===== src/rtl/expr_result_unpacker_if.sv =====
// Result-bus bundle between the beat source, the unpacker and the regression checker.
// Ports: beat side in_data/in_valid/in_last/in_ready; frame side out_fields/out_parity/
//        out_valid/out_ready; status err_short/err_long/frame_cnt.
// master = source/checker side, slave = the unpacker itself.
interface expr_result_unpacker_if #(
  parameter int BEAT_W = 10,
  parameter int CNT_W  = 16
);
  logic [BEAT_W-1:0] in_data;
  logic              in_valid;
  logic              in_last;
  logic              in_ready;
  logic [143:0]      out_fields;
  logic              out_parity;
  logic              out_valid;
  logic              out_ready;
  logic              err_short;
  logic              err_long;
  logic [CNT_W-1:0]  frame_cnt;

  modport master (
    output in_data, in_valid, in_last, out_ready,
    input  in_ready, out_fields, out_parity, out_valid, err_short, err_long, frame_cnt
  );

  modport slave (
    input  in_data, in_valid, in_last, out_ready,
    output in_ready, out_fields, out_parity, out_valid, err_short, err_long, frame_cnt
  );
endinterface


===== src/rtl/expr_result_unpacker.sv =====
// Reassembles the 90-bit {y0..y17} result word from MSB-first beats and splits it into
// 18 fields, each extended to 8 bits (signed when k mod 6 >= 3), plus a frame parity.
// Latency: out_valid 1 cycle after the last beat handshake. Backpressure: in_ready=0
// while a decoded frame waits for out_ready; frames of the wrong length raise
// err_short/err_long pulses and are dropped.
// Ports: clk, rst_n (async active-low), bus (slave modport of expr_result_unpacker_if).
module expr_result_unpacker #(
  parameter int BEAT_W = 10,
  parameter int CNT_W  = 16
) (
  input  logic                   clk,
  input  logic                   rst_n,
  expr_result_unpacker_if.slave  bus
);

  localparam int NBEATS = 90 / BEAT_W;
  localparam int IDX_W  = (NBEATS > 1) ? $clog2(NBEATS) : 1;
  localparam logic [IDX_W-1:0] LAST_IDX = IDX_W'(NBEATS - 1);

  generate
    if (BEAT_W < 1 || BEAT_W > 90 || (90 % BEAT_W) != 0) begin : g_bad_beat_w
      $error("expr_result_unpacker: BEAT_W must divide 90");
    end
  endgenerate

  typedef enum logic [1:0] {
    COLLECT = 2'd0,
    HOLD    = 2'd1,
    DRAIN   = 2'd2
  } state_t;

  // Field k is 4+(k mod 3) bits wide; fields are packed MSB-first in groups of 15 bits.
  function automatic logic [143:0] decode(input logic [89:0] word);
    logic [143:0] res;
    logic [7:0]   mask;
    logic [7:0]   raw;
    int           wd;
    int           lsb;
    res = '0;
    for (int k = 0; k < 18; k++) begin
      wd   = 4 + (k % 3);
      lsb  = 90 - 15 * (k / 3) - ((k % 3 == 0) ? 0 : ((k % 3 == 1) ? 4 : 9)) - wd;
      mask = 8'((1 << wd) - 1);
      raw  = 8'(word >> lsb) & mask;
      if ((k % 6) >= 3 && raw[wd-1]) begin
        raw = raw | ~mask;
      end
      res[8*k +: 8] = raw;
    end
    return res;
  endfunction

  state_t           state_q, state_d;
  logic [IDX_W-1:0] beat_idx_q, beat_idx_d;
  logic [89:0]      shreg_q, shreg_d;
  logic [143:0]     out_fields_q, out_fields_d;
  logic             out_parity_q, out_parity_d;
  logic             out_valid_q, out_valid_d;
  logic             err_short_q, err_short_d;
  logic             err_long_q, err_long_d;
  logic [CNT_W-1:0] frame_cnt_q, frame_cnt_d;

  logic             in_ready;
  logic             beat_acc;
  logic             is_final;
  logic [89:0]      word_next;

  assign in_ready  = (state_q != HOLD);
  assign beat_acc  = bus.in_valid && in_ready;
  assign is_final  = (beat_idx_q == LAST_IDX);
  // With BEAT_W=90 the shift empties the register, so the beat alone forms the word.
  assign word_next = (shreg_q << BEAT_W) | 90'(bus.in_data);

  always_comb begin
    state_d      = state_q;
    beat_idx_d   = beat_idx_q;
    shreg_d      = shreg_q;
    out_fields_d = out_fields_q;
    out_parity_d = out_parity_q;
    out_valid_d  = out_valid_q;
    err_short_d  = 1'b0;
    err_long_d   = 1'b0;
    frame_cnt_d  = frame_cnt_q;

    case (state_q)
      COLLECT: begin
        if (beat_acc) begin
          if (is_final) begin
            beat_idx_d = '0;
            shreg_d    = '0;
            if (bus.in_last) begin
              out_fields_d = decode(word_next);
              out_parity_d = ^word_next;
              out_valid_d  = 1'b1;
              state_d      = HOLD;
            end else begin
              // Too many beats: drop this frame and skip ahead to the next in_last.
              err_long_d = 1'b1;
              state_d    = DRAIN;
            end
          end else if (bus.in_last) begin
            beat_idx_d  = '0;
            shreg_d     = '0;
            err_short_d = 1'b1;
          end else begin
            beat_idx_d = beat_idx_q + 1'b1;
            shreg_d    = word_next;
          end
        end
      end
      DRAIN: begin
        if (beat_acc && bus.in_last) begin
          state_d = COLLECT;
        end
      end
      HOLD: begin
        if (out_valid_q && bus.out_ready) begin
          out_valid_d = 1'b0;
          frame_cnt_d = frame_cnt_q + 1'b1;
          state_d     = COLLECT;
        end
      end
      default: state_d = COLLECT;
    endcase
  end

  always_ff @(posedge clk or negedge rst_n) begin
    if (!rst_n) begin
      state_q      <= COLLECT;
      beat_idx_q   <= '0;
      shreg_q      <= '0;
      out_fields_q <= '0;
      out_parity_q <= 1'b0;
      out_valid_q  <= 1'b0;
      err_short_q  <= 1'b0;
      err_long_q   <= 1'b0;
      frame_cnt_q  <= '0;
    end else begin
      state_q      <= state_d;
      beat_idx_q   <= beat_idx_d;
      shreg_q      <= shreg_d;
      out_fields_q <= out_fields_d;
      out_parity_q <= out_parity_d;
      out_valid_q  <= out_valid_d;
      err_short_q  <= err_short_d;
      err_long_q   <= err_long_d;
      frame_cnt_q  <= frame_cnt_d;
    end
  end

  assign bus.in_ready   = in_ready;
  assign bus.out_fields = out_fields_q;
  assign bus.out_parity = out_parity_q;
  assign bus.out_valid  = out_valid_q;
  assign bus.err_short  = err_short_q;
  assign bus.err_long   = err_long_q;
  assign bus.frame_cnt  = frame_cnt_q;

endmodule


===== src/flat_wrapper.sv =====
// flat-port wrapper written by rule: the top's interface ports become plain ports
module expr_result_unpacker_flat 
#(
  parameter int BEAT_W = 10,
  parameter int CNT_W  = 16
)
  (clk, rst_n, bus_in_data, bus_in_valid, bus_in_last, bus_out_ready, bus_in_ready, bus_out_fields, bus_out_parity, bus_out_valid, bus_err_short, bus_err_long, bus_frame_cnt);
  expr_result_unpacker_if #(.BEAT_W(BEAT_W), .CNT_W(CNT_W)) bus_i ();
  input  logic clk;
  input  logic rst_n;
  input wire logic [$bits(bus_i.in_data)-1:0] bus_in_data;
  input wire logic [$bits(bus_i.in_valid)-1:0] bus_in_valid;
  input wire logic [$bits(bus_i.in_last)-1:0] bus_in_last;
  input wire logic [$bits(bus_i.out_ready)-1:0] bus_out_ready;
  output wire logic [$bits(bus_i.in_ready)-1:0] bus_in_ready;
  output wire logic [$bits(bus_i.out_fields)-1:0] bus_out_fields;
  output wire logic [$bits(bus_i.out_parity)-1:0] bus_out_parity;
  output wire logic [$bits(bus_i.out_valid)-1:0] bus_out_valid;
  output wire logic [$bits(bus_i.err_short)-1:0] bus_err_short;
  output wire logic [$bits(bus_i.err_long)-1:0] bus_err_long;
  output wire logic [$bits(bus_i.frame_cnt)-1:0] bus_frame_cnt;
  assign bus_i.in_data = bus_in_data;
  assign bus_i.in_valid = bus_in_valid;
  assign bus_i.in_last = bus_in_last;
  assign bus_i.out_ready = bus_out_ready;
  assign bus_in_ready = bus_i.in_ready;
  assign bus_out_fields = bus_i.out_fields;
  assign bus_out_parity = bus_i.out_parity;
  assign bus_out_valid = bus_i.out_valid;
  assign bus_err_short = bus_i.err_short;
  assign bus_err_long = bus_i.err_long;
  assign bus_frame_cnt = bus_i.frame_cnt;
  expr_result_unpacker #(.BEAT_W(BEAT_W), .CNT_W(CNT_W)) u_core (.clk(clk), .rst_n(rst_n), .bus(bus_i));
endmodule

===== config.mk =====
export PLATFORM = sky130hd
export DESIGN_NAME = expr_result_unpacker_flat
export DESIGN_NICKNAME = d
export VERILOG_FILES = /design/src/rtl/expr_result_unpacker_if.sv /design/src/rtl/expr_result_unpacker.sv /design/src/flat_wrapper.sv
export SDC_FILE = /design/constraint.sdc
export NUM_CORES = 1
export LEC_CHECK = 0
export CAP_MARGIN = 20
export CELL_PAD_IN_SITES_DETAIL_PLACEMENT = 0
export CELL_PAD_IN_SITES_GLOBAL_PLACEMENT = 1
export CORE_ASPECT_RATIO = 1.25
export CORE_MARGIN = 2
export CORE_UTILIZATION = 41
export DETAILED_ROUTE_END_ITERATION = 12
export PLACE_DENSITY = 0.86
export RECOVER_POWER = 50
export SLEW_MARGIN = 15
export SYNTH_ARGS = -nofsm -noshare
export SYNTH_HDL_FRONTEND = slang
export SYNTH_SLANG_ARGS = --single-unit
export TNS_END_PERCENT = 5

===== constraint.sdc =====
create_clock -name clk -period 3 [get_ports clk]
set_input_delay 0.75 -clock clk [delete_from_list [all_inputs] [get_ports clk]]
set_output_delay 0.75 -clock clk [all_outputs]
set_load 0.01 [all_outputs]

Yosys cells after proc, flatten, opt, wreduce, memory -nomap -nowiden
Index checks and enable logic that the tools add are counted.
- add/sub/neg operators: 2
- equality and inequality tests: 9
- mux-type cells: 32
- bitwise gates (word level): 1
- reductions and logical operators: 11
- operator list (kind ; number):
    $mux 80 ; 2
    $or 90x10->90 ; 1
    $reduce_xor 90->1 ; 1
    $mux 8 ; 9
    $add 16x1->16 const B ; 1
    $mux 1 ; 12
    $mux 2 ; 5
    $ne 2x1->1 const B ; 5
    $mux 4 ; 2
    $reduce_and 4->1 ; 2
    $pmux 2 s3 ; 1
    $reduce_and 5->1 ; 1
    $add 4x1->4 const B ; 1
    $eq 4x4->1 const B ; 1
    $reduce_and 2->1 ; 2
    $logic_and 1x1->1 ; 3
    $eq 2x1->1 const B ; 1
    $eq 2x2->1 const B ; 1
    $logic_not 2->1 ; 1
    $ne 2x2->1 const B ; 1
    $pmux 1 s2 ; 1
    $reduce_bool 2->1 ; 1
- flip-flop bits (word level): 223
- input bits: 15
- output and inout port bits: 165
- logic and storage cells: 64

Depth between registers and ports, before layout
Gate-level depths: netlist (run 1).
- word-level depth: 5
- depth in mapped cells: 9

Worst setup path before layout (run 1)
No wires, ideal clock.
- kind: in2reg
- start point: input bus_in_last
- end point: register u_core.out_fields_q[128] (netlist: u_core.bus.out_fields[128])
- library setup time: 0.125 ns
- arrival: 2.091 ns
- required time: 2.875 ns
- setup slack: 0.784 ns
- stages on the path: 6
- cells stage by stage: clkbuf_1 nand2_1 nor4_1 buf_2 buf_2 mux2_2
- longest elaborated chain between the ends: 1
- RTL lines (what ; RTL line ; source):
    start, declared ; flat_wrapper.sv:13 ; input wire logic [$bits(bus_i.in_last)-1:0] bus_in_last;
    $reduce_and 4->1 (no line) ; - ;
    end signal, assigned ; expr_result_unpacker.sv:142 ; out_fields_q <= out_fields_d;
    end, declared ; expr_result_unpacker.sv:56 ; logic [143:0] out_fields_q, out_fields_d;
Every way passes these cells.
A chain may end at the register's enable or synchronous reset.

Worst setup path after layout (run 1)
- start point: input bus_in_valid
- end point: register u_core.shreg_q[16]
- longest elaborated chain between the ends: 2
- RTL lines (what ; RTL line ; source):
    start, declared ; flat_wrapper.sv:12 ; input wire logic [$bits(bus_i.in_valid)-1:0] bus_in_valid;
    $logic_and 1x1->1 ; expr_result_unpacker.sv:69 ; assign beat_acc = bus.in_valid && in_ready;
    $reduce_and 2->1 (no line) ; - ;
    end signal, assigned ; expr_result_unpacker.sv:141 ; shreg_q <= shreg_d;
    end, declared ; expr_result_unpacker.sv:55 ; logic [89:0] shreg_q, shreg_d;
Every way passes these cells.

==> impl_metrics.tcl, run 1 <==
set metrics [dict create \
    diodes 0 \
    ys_types 29 \
    avgRoutedWirePerCell_um 17.6 \
    grt_usage 0.174 \
    r2r-end "u_core.bus.out_fields[116]$_DFFE_PN0P_" \
    leakage_uw 0.00494 \
    use_met1 0.228 \
    final_cells 1029 \
    grtUsageMet2 0.292 \
    worstSetupPathType "in2reg" \
    hold_path.class "reg2reg" \
    multiInputGateArea_um2 3090 \
    regToRegStartpoint "u_core.beat_idx_q[0]$_DFFE_PN0P_" \
    postLayoutCellArea_um2 10600 \
    place.gp.congestion 0.799 \
    cts_resized 0 \
    synth_seq_area_share 0.582 \
    synth_largest_area_cell "dfrtp_1" \
    final.setup_skew_ns 0.0109 \
    vdd_drop_max_v 0.000373 \
    die_area_um2 21700 \
    ys_warn_count 0 \
    grt_pass1_wl_um 29500 \
    synth_area_leaders "dfrtp_1, xnor2_1, a22o_1" \
    netlist_instances 618 \
    hold_viol_final 0 \
    cp.required_ns 3.37 \
    timing.final.ws_setup_ns 0.548 \
    cap_viol_max_count 1 \
    tightest_slew_ns 1.93 \
    regArea_um2 4900 \
    htreeDepth 4 \
    grt.met3_usage 0.0373 \
    wirelength_um 18100 \
    r2r_setup_slack_ns 0.61 \
    fin_nets 764 \
    worstSetupStartpointType "primary input" \
    post-cts-setup-buffers 0 \
    core_region_area_um2 20200 \
    fp.dieH_um 164 \
    holdBufCountCts 0 \
    clock_latency_ns 0.43 \
    dpl-instance-area_um2 10000 \
    syn_to_final_growth_pct 25.3 \
    setup_viol 0 \
    io_buffers 152 \
    clk_path_buf_depth 2 \
    setup_tns_ns 0 \
    antenna_found_initial 0 \
    overflow 0 \
    critPathMaxFanout 25 \
    fin_crit_ns 2.45 \
    ff2ff_path_depth 8 \
    whs_ns 0.475 \
    grt_busiest_layer "met2" \
    crit_start "bus_in_valid" \
    status "finished with violations" \
    clock_sinks 196 \
    cts_buffers 17 \
    drc 0 \
    crit_path_end_kind "register" \
    violations "max-capacitance violations, max-slew violations" \
    fin_crit_sh 0.817 \
    root_buffer "clkbuf_16" \
    tritoncts "done" \
    dp.cells 997 \
    crit_path_end "u_core.shreg_q[16]$_DFFE_PN0P_" \
    drt_pass1_iterations 4 \
    ios 180 \
    drt_iter0_markers 283 \
    power.density_nw_per_um2 469 \
    grt_setup_unrepaired "no" \
    maxSlewHeadroom -0.285 \
    clk_pin_slew_ns 0.07 \
    die_w_um 132 \
    place_ws_ns 0.321 \
    grt_max_degree 78 \
    drive_gt1_frac 0.128 \
    synth_area_um2 8430 \
    num_rows 58 \
    synth_top_area_share 0.582 \
    vias 5088 \
    max_freq_ghz 0.408 \
    antenna_left 0 \
    ys_ff_latch 196 \
    n_fill_cell 1808 \
    grt_pass1_vias 5200 \
    cp.arrival_ns 2.82 \
    initial_core_util 0.418 \
    viasPerCell 4.94 \
    syn_area_per_cell_um2 13.6 \
    slew_violations 76 \
    hpwl_um 12700 \
]
-- metal layers --
metal	wire length [um]	up-vias	part of all wire
met2	9150	125	0.51
met5	0	-	0
met4	261	0	0.014
met1	7860	2590	0.43
li1	-	2356	-
met3	801	17	0.044
-- cells in the final DEF (no fill, tap or decap), types with 2 or more instances in the layout --
master and instances:
a21oi_1 7, a22o_1 81, and3_1 5, buf_12 5, buf_4 5, clkbuf_1 5
clkbuf_16 17, clkbuf_2 2, clkbuf_8 3, clkdlybuf4s50_1 133, clkinv_4 3, clkinvlp_4 3
conb_1 27, dfrtp_1 196, dlygate4sd3_1 18, ha_1 3, inv_1 5, inv_6 2
mux2_1 37, mux2_2 54, nand2_1 13, nand3_1 5, nand4_1 5, nor2_1 8
nor3_1 2, o21ai_0 2, o31ai_1 2, xnor2_1 86, xor2_1 15
-- worst max-delay path: stages --
cell and delay (ns):
dlygate4sd3_1 0.60, nand2_1 0.22, clkbuf_1 0.94, a22o_1 0.28
-- flip-flops by register name, indices dropped and copies added, names as in the netlist --
| signal | count |
|---|---|
| u_core.shreg_q | 80 |
| u_core.bus.out_fields | 90 |
| u_core.bus.err_long | 1 |
| u_core.state_q | 2 |
| u_core.beat_idx_q | 4 |
| u_core.bus.out_parity | 1 |
| u_core.bus.frame_cnt | 16 |
| u_core.bus.err_short | 1 |
| u_core.bus.out_valid | 1 |
-- cell type report --
cell class	count	share of cell area
Multi-Input combinational cell	361	0.292
Inverter	5	0.00178
Clock inverter	9	0.00675
Clock buffer	23	0.0453
Timing Repair Buffer	165	0.158
Tap cell	270	0.0320
Sequential cell	196	0.464
-- synthesized netlist by cell type --
cell      number
a211oi_1       1
nor4b_1        1
nor2_1         9
or2_1          2
and3_1         5
nor3_1         2
mux2_1        37
buf_2         10
nand4_1        5
clkbuf_1      17
nand3_1        5
xor2_1        15
o21ai_0        2
xnor2_1       86
nand2_1       13
xnor3_1        1
nor4_1         1
ha_1           3
buf_4         54
dfrtp_1      196
xnor2_2        1
mux2_2        54
buf_1          1
nand2b_1       1
a22o_1        81
o31ai_1        2
a21oi_1        7
inv_1          5
conb_1         1
-- where the power goes --
group / internal [uW] / total [uW] / leakage (uW) / switching, uW
clock: 1140 / 2130 / 0.000260 / 989
combinational: 73.7 / 176 / 0.00196 / 102
sequential: 2650 / 2650 / 0.00273 / 3.83
total: 3860 / 4950 / 0.00494 / 1100
-- worst min-delay path by stage --
stage,start,end,slack [ns],depth (start not counted)
floorplan,rst_n,u_core.beat_idx_q[0]$_DFFE_PN0P_,0.45,0
global placement,u_core.bus.frame_cnt[15]$_DFFE_PN0P_,u_core.bus.frame_cnt[15]$_DFFE_PN0P_,0.46,1
detailed placement,u_core.bus.frame_cnt[15]$_DFFE_PN0P_,u_core.bus.frame_cnt[15]$_DFFE_PN0P_,0.47,1
CTS,rst_n,u_core.bus.out_fields[106]$_DFFE_PN0P_,0.36,1
global route,u_core.bus.out_fields[59]$_DFFE_PN0P_,u_core.bus.out_fields[59]$_DFFE_PN0P_,0.50,1
finish,u_core.bus.frame_cnt[15]$_DFFE_PN0P_,u_core.bus.frame_cnt[15]$_DFFE_PN0P_,0.47,1
-- cell families (layout without fill, tap and decap cells) --
| kind of cell | Yosys count | after routing | share of synthesized area |
|---|---|---|---|
| xor gates and xnor gates | 103 | 103 | 0.110 |
| buffers and inverters | 87 | 202 | 0.0643 |
| adders and majority gates | 3 | 3 | 0.00445 |
| muxes | 91 | 91 | 0.122 |
| DFF | 196 | 196 | 0.582 |
| other | 1 | 27 | 0.000445 |
| and+or+nand+nor | 44 | 44 | 0.0254 |
| AOI/OAI and AO/OA | 93 | 93 | 0.0922 |
-- through the flow --
stage          total power [uW]   util
4_1_cts                    5020  0.525
2_1_floorplan              2800      -
5_1_grt                    5150  0.524
6_report                   4950  0.524
3_3_place_gp               2880  0.498
3_5_place_dp               2880  0.498
Note: power is estimated with default switching activity, not from simulation.
==> run 2, diff against run 1 <==
clock period = 2.5 ns   (was 3 ns; I/O delays follow)
==> run 2 against run 1 <==
  * The flow still finishes with violations (max-capacitance violations, max-slew violations)
  * Final cell count increased by 1.5%
  * Power increased by 25%
  * Routed wire length increased by 1.7%
  * Clock power increased by 32%
  * Final area increased by 1.6%
  * Register-to-register slack got worse by 0.26 ns
  * Non-clock buffer count increased by 15
  * Via count increased by 2.0%
  * Critical endpoint is now bus_in_ready
==> impl_metrics.tcl, run 2 (synthesis results as in run 1) <==
set metrics [dict create \
    status "finished with violations" \
    violations "max-capacitance violations, max-slew violations" \
    hold_path.class "in2async" \
    tightest_slew_ns 1.59 \
    clock_latency_ns 0.43 \
    switching_share 0.227 \
    overflow 0 \
    clk_pin_slew_ns 0.07 \
    dpl-instance-area_um2 10200 \
    cts_resized 0 \
    io_buffers 152 \
    p_clk_frac 0.453 \
    worstSetupStartpointType "register" \
    drive_gt1_frac 0.146 \
    max_freq_ghz 0.430 \
    final_cell_mix "dfrtp_1, clkdlybuf4s50_1, xnor2_1, a22o_1, mux2_2" \
    fin_crit_ns 2.33 \
    grt_usage 0.176 \
    fin_crit_sh 0.931 \
    vdd_drop_max_v 0.000427 \
    critPathMaxFanout 6 \
    grt_pass1_vias 5075 \
    root_buffer "clkbuf_16" \
    num_rows 58 \
    grt_setup_unrepaired "no" \
    grt_pass1_wl_um 29600 \
    place_ws_ns -0.0874 \
    leakage_uw 0.00499 \
    cts_buffers 17 \
    avgRoutedWirePerCell_um 17.6 \
    drt_iter0_markers 285 \
    cp_slowest_cell "clkdlybuf4s50_1" \
    drt_pass1_iterations 4 \
    final.setup_skew_ns 0.0110 \
    grt_max_degree 60 \
    hpwl_um 12800 \
    syn_to_final_growth_pct 27.3 \
    layout_commonest_cell "dfrtp_1" \
    clock_sinks 196 \
    clk_path_buf_depth 2 \
    p_comb_frac 0.035 \
    cpPeakStageDelay_ns 0.58 \
    worstSetupPathType "reg2out" \
    ios 180 \
    antenna_left 0 \
    die_w_um 132 \
    p_switching_uw 1410 \
    diodes 0 \
    place.gp.congestion 0.743 \
    postLayoutCellArea_um2 10700 \
    sequentialPowerShare 0.512 \
    setup_viol 0 \
    hold_viol_final 0 \
    slew_violations 31 \
    fp.dieH_um 164 \
    fin_nets 779 \
    core_region_area_um2 20200 \
    post-cts-setup-buffers 0 \
    drc 0 \
    htreeDepth 4 \
    power.density_nw_per_um2 579 \
    timing.final.ws_setup_ns 0.174 \
    antenna_found_initial 0 \
    holdBufCountCts 0 \
    initial_core_util 0.418 \
    largest_register_ffs 90 \
    die_area_um2 21700 \
    p_int_uw 4800 \
    worstPathCellList "nand2b_1 -> clkdlybuf4s50_1" \
    maxSlewHeadroom -0.0615 \
    cp.required_ns 1.88 \
    wirelength_um 18400 \
    viasPerCell 4.97 \
    crit_path_end_kind "primary output" \
    vias 5190 \
    cp.arrival_ns 1.70 \
    cap_viol_max_count 1 \
    tritoncts "done" \
]
-- run 2: changes by cell type in the layout (fill, tap and decap cells not counted), moves of 2 or more --
| cell | change |
|---|---|
| buf_4 | +11 |
| inv_8 | +2 |
| dlygate4sd3_1 | -13 |
| inv_6 | +3 |
| clkdlybuf4s50_1 | +13 |
| bufinv_16 | +2 |
-- run 2: final timing paths --
kind	from	endpoint	slack (ns)	depth (start not counted)
setup / recovery	u_core.state_q[1]$_DFFE_PN0P_	bus_in_ready	0.17	2
hold / removal	rst_n	u_core.shreg_q[7]$_DFFE_PN0P_	0.08	1
setup reg to reg	u_core.beat_idx_q[0]$_DFFE_PN0P_	u_core.bus.out_fields[107]$_DFFE_PN0P_	0.35	8
hold reg to reg	u_core.bus.frame_cnt[15]$_DFFE_PN0P_	u_core.bus.frame_cnt[15]$_DFFE_PN0P_	0.47	1
max in group asynchronous	rst_n	u_core.bus.out_fields[83]$_DFFE_PN0P_	0.64	2
min in group clk	u_core.bus.frame_cnt[15]$_DFFE_PN0P_	u_core.bus.frame_cnt[15]$_DFFE_PN0P_	0.47	1
-- run 2: through the flow --
| stage | std cells | hold slack [ns] | setup TNS [ns] | utilization | total power [uW] |
|---|---|---|---|---|---|
| after floorplan | 644 | 0.329 | 0 | - | 3370 |
| after global placement | 1012 | 0.465 | -0.0295 | 0.505 | 3480 |
| after detailed placement | 1012 | 0.467 | -0.0874 | 0.505 | 3480 |
| after CTS | 1044 | 0.0813 | 0 | 0.535 | 6290 |
| after global routing | 1044 | 0.0828 | 0 | 0.532 | 6440 |
| final | 1044 | 0.0845 | 0 | 0.532 | 6210 |
-- run 2: final cells by class --
cell class | count | area, um^2
fill | 1735 | 9450
sequential | 196 | 4900
multi-input combinational | 361 | 3080
timing repair buffer | 180 | 1780
clock buffer | 18 | 439
tap | 270 | 338
clock inverter | 14 | 166
inverter | 5 | 18.8
-- run 2: worst max-delay path: cells and delay by family, from the launching register on --
kind                   cells  cell delay (ns)
buffers and inverters      1             0.58
DFF                        1             0.45
and+or+nand+nor            1             0.24
-- run 2: power by group through the flow --
| stage | registers (uW) | logic, uW | clock network, uW |
|---|---|---|---|
| floorplan | 3250 | 119 | 0 |
| global placement | 3240 | 233 | 0 |
| detailed placement | 3240 | 236 | 0 |
| CTS | 3180 | 236 | 2880 |
| global route | 3180 | 246 | 3010 |
| finish | 3180 | 220 | 2810 |
-- run 2: layer usage --
metal	global-route usage	up-vias	routed length, um
met2	0.294	129	9390
met4	0.0528	0	192
met1	0.234	2669	8090
met5	0	-	0
met3	0.0349	14	704
li1	-	2378	-
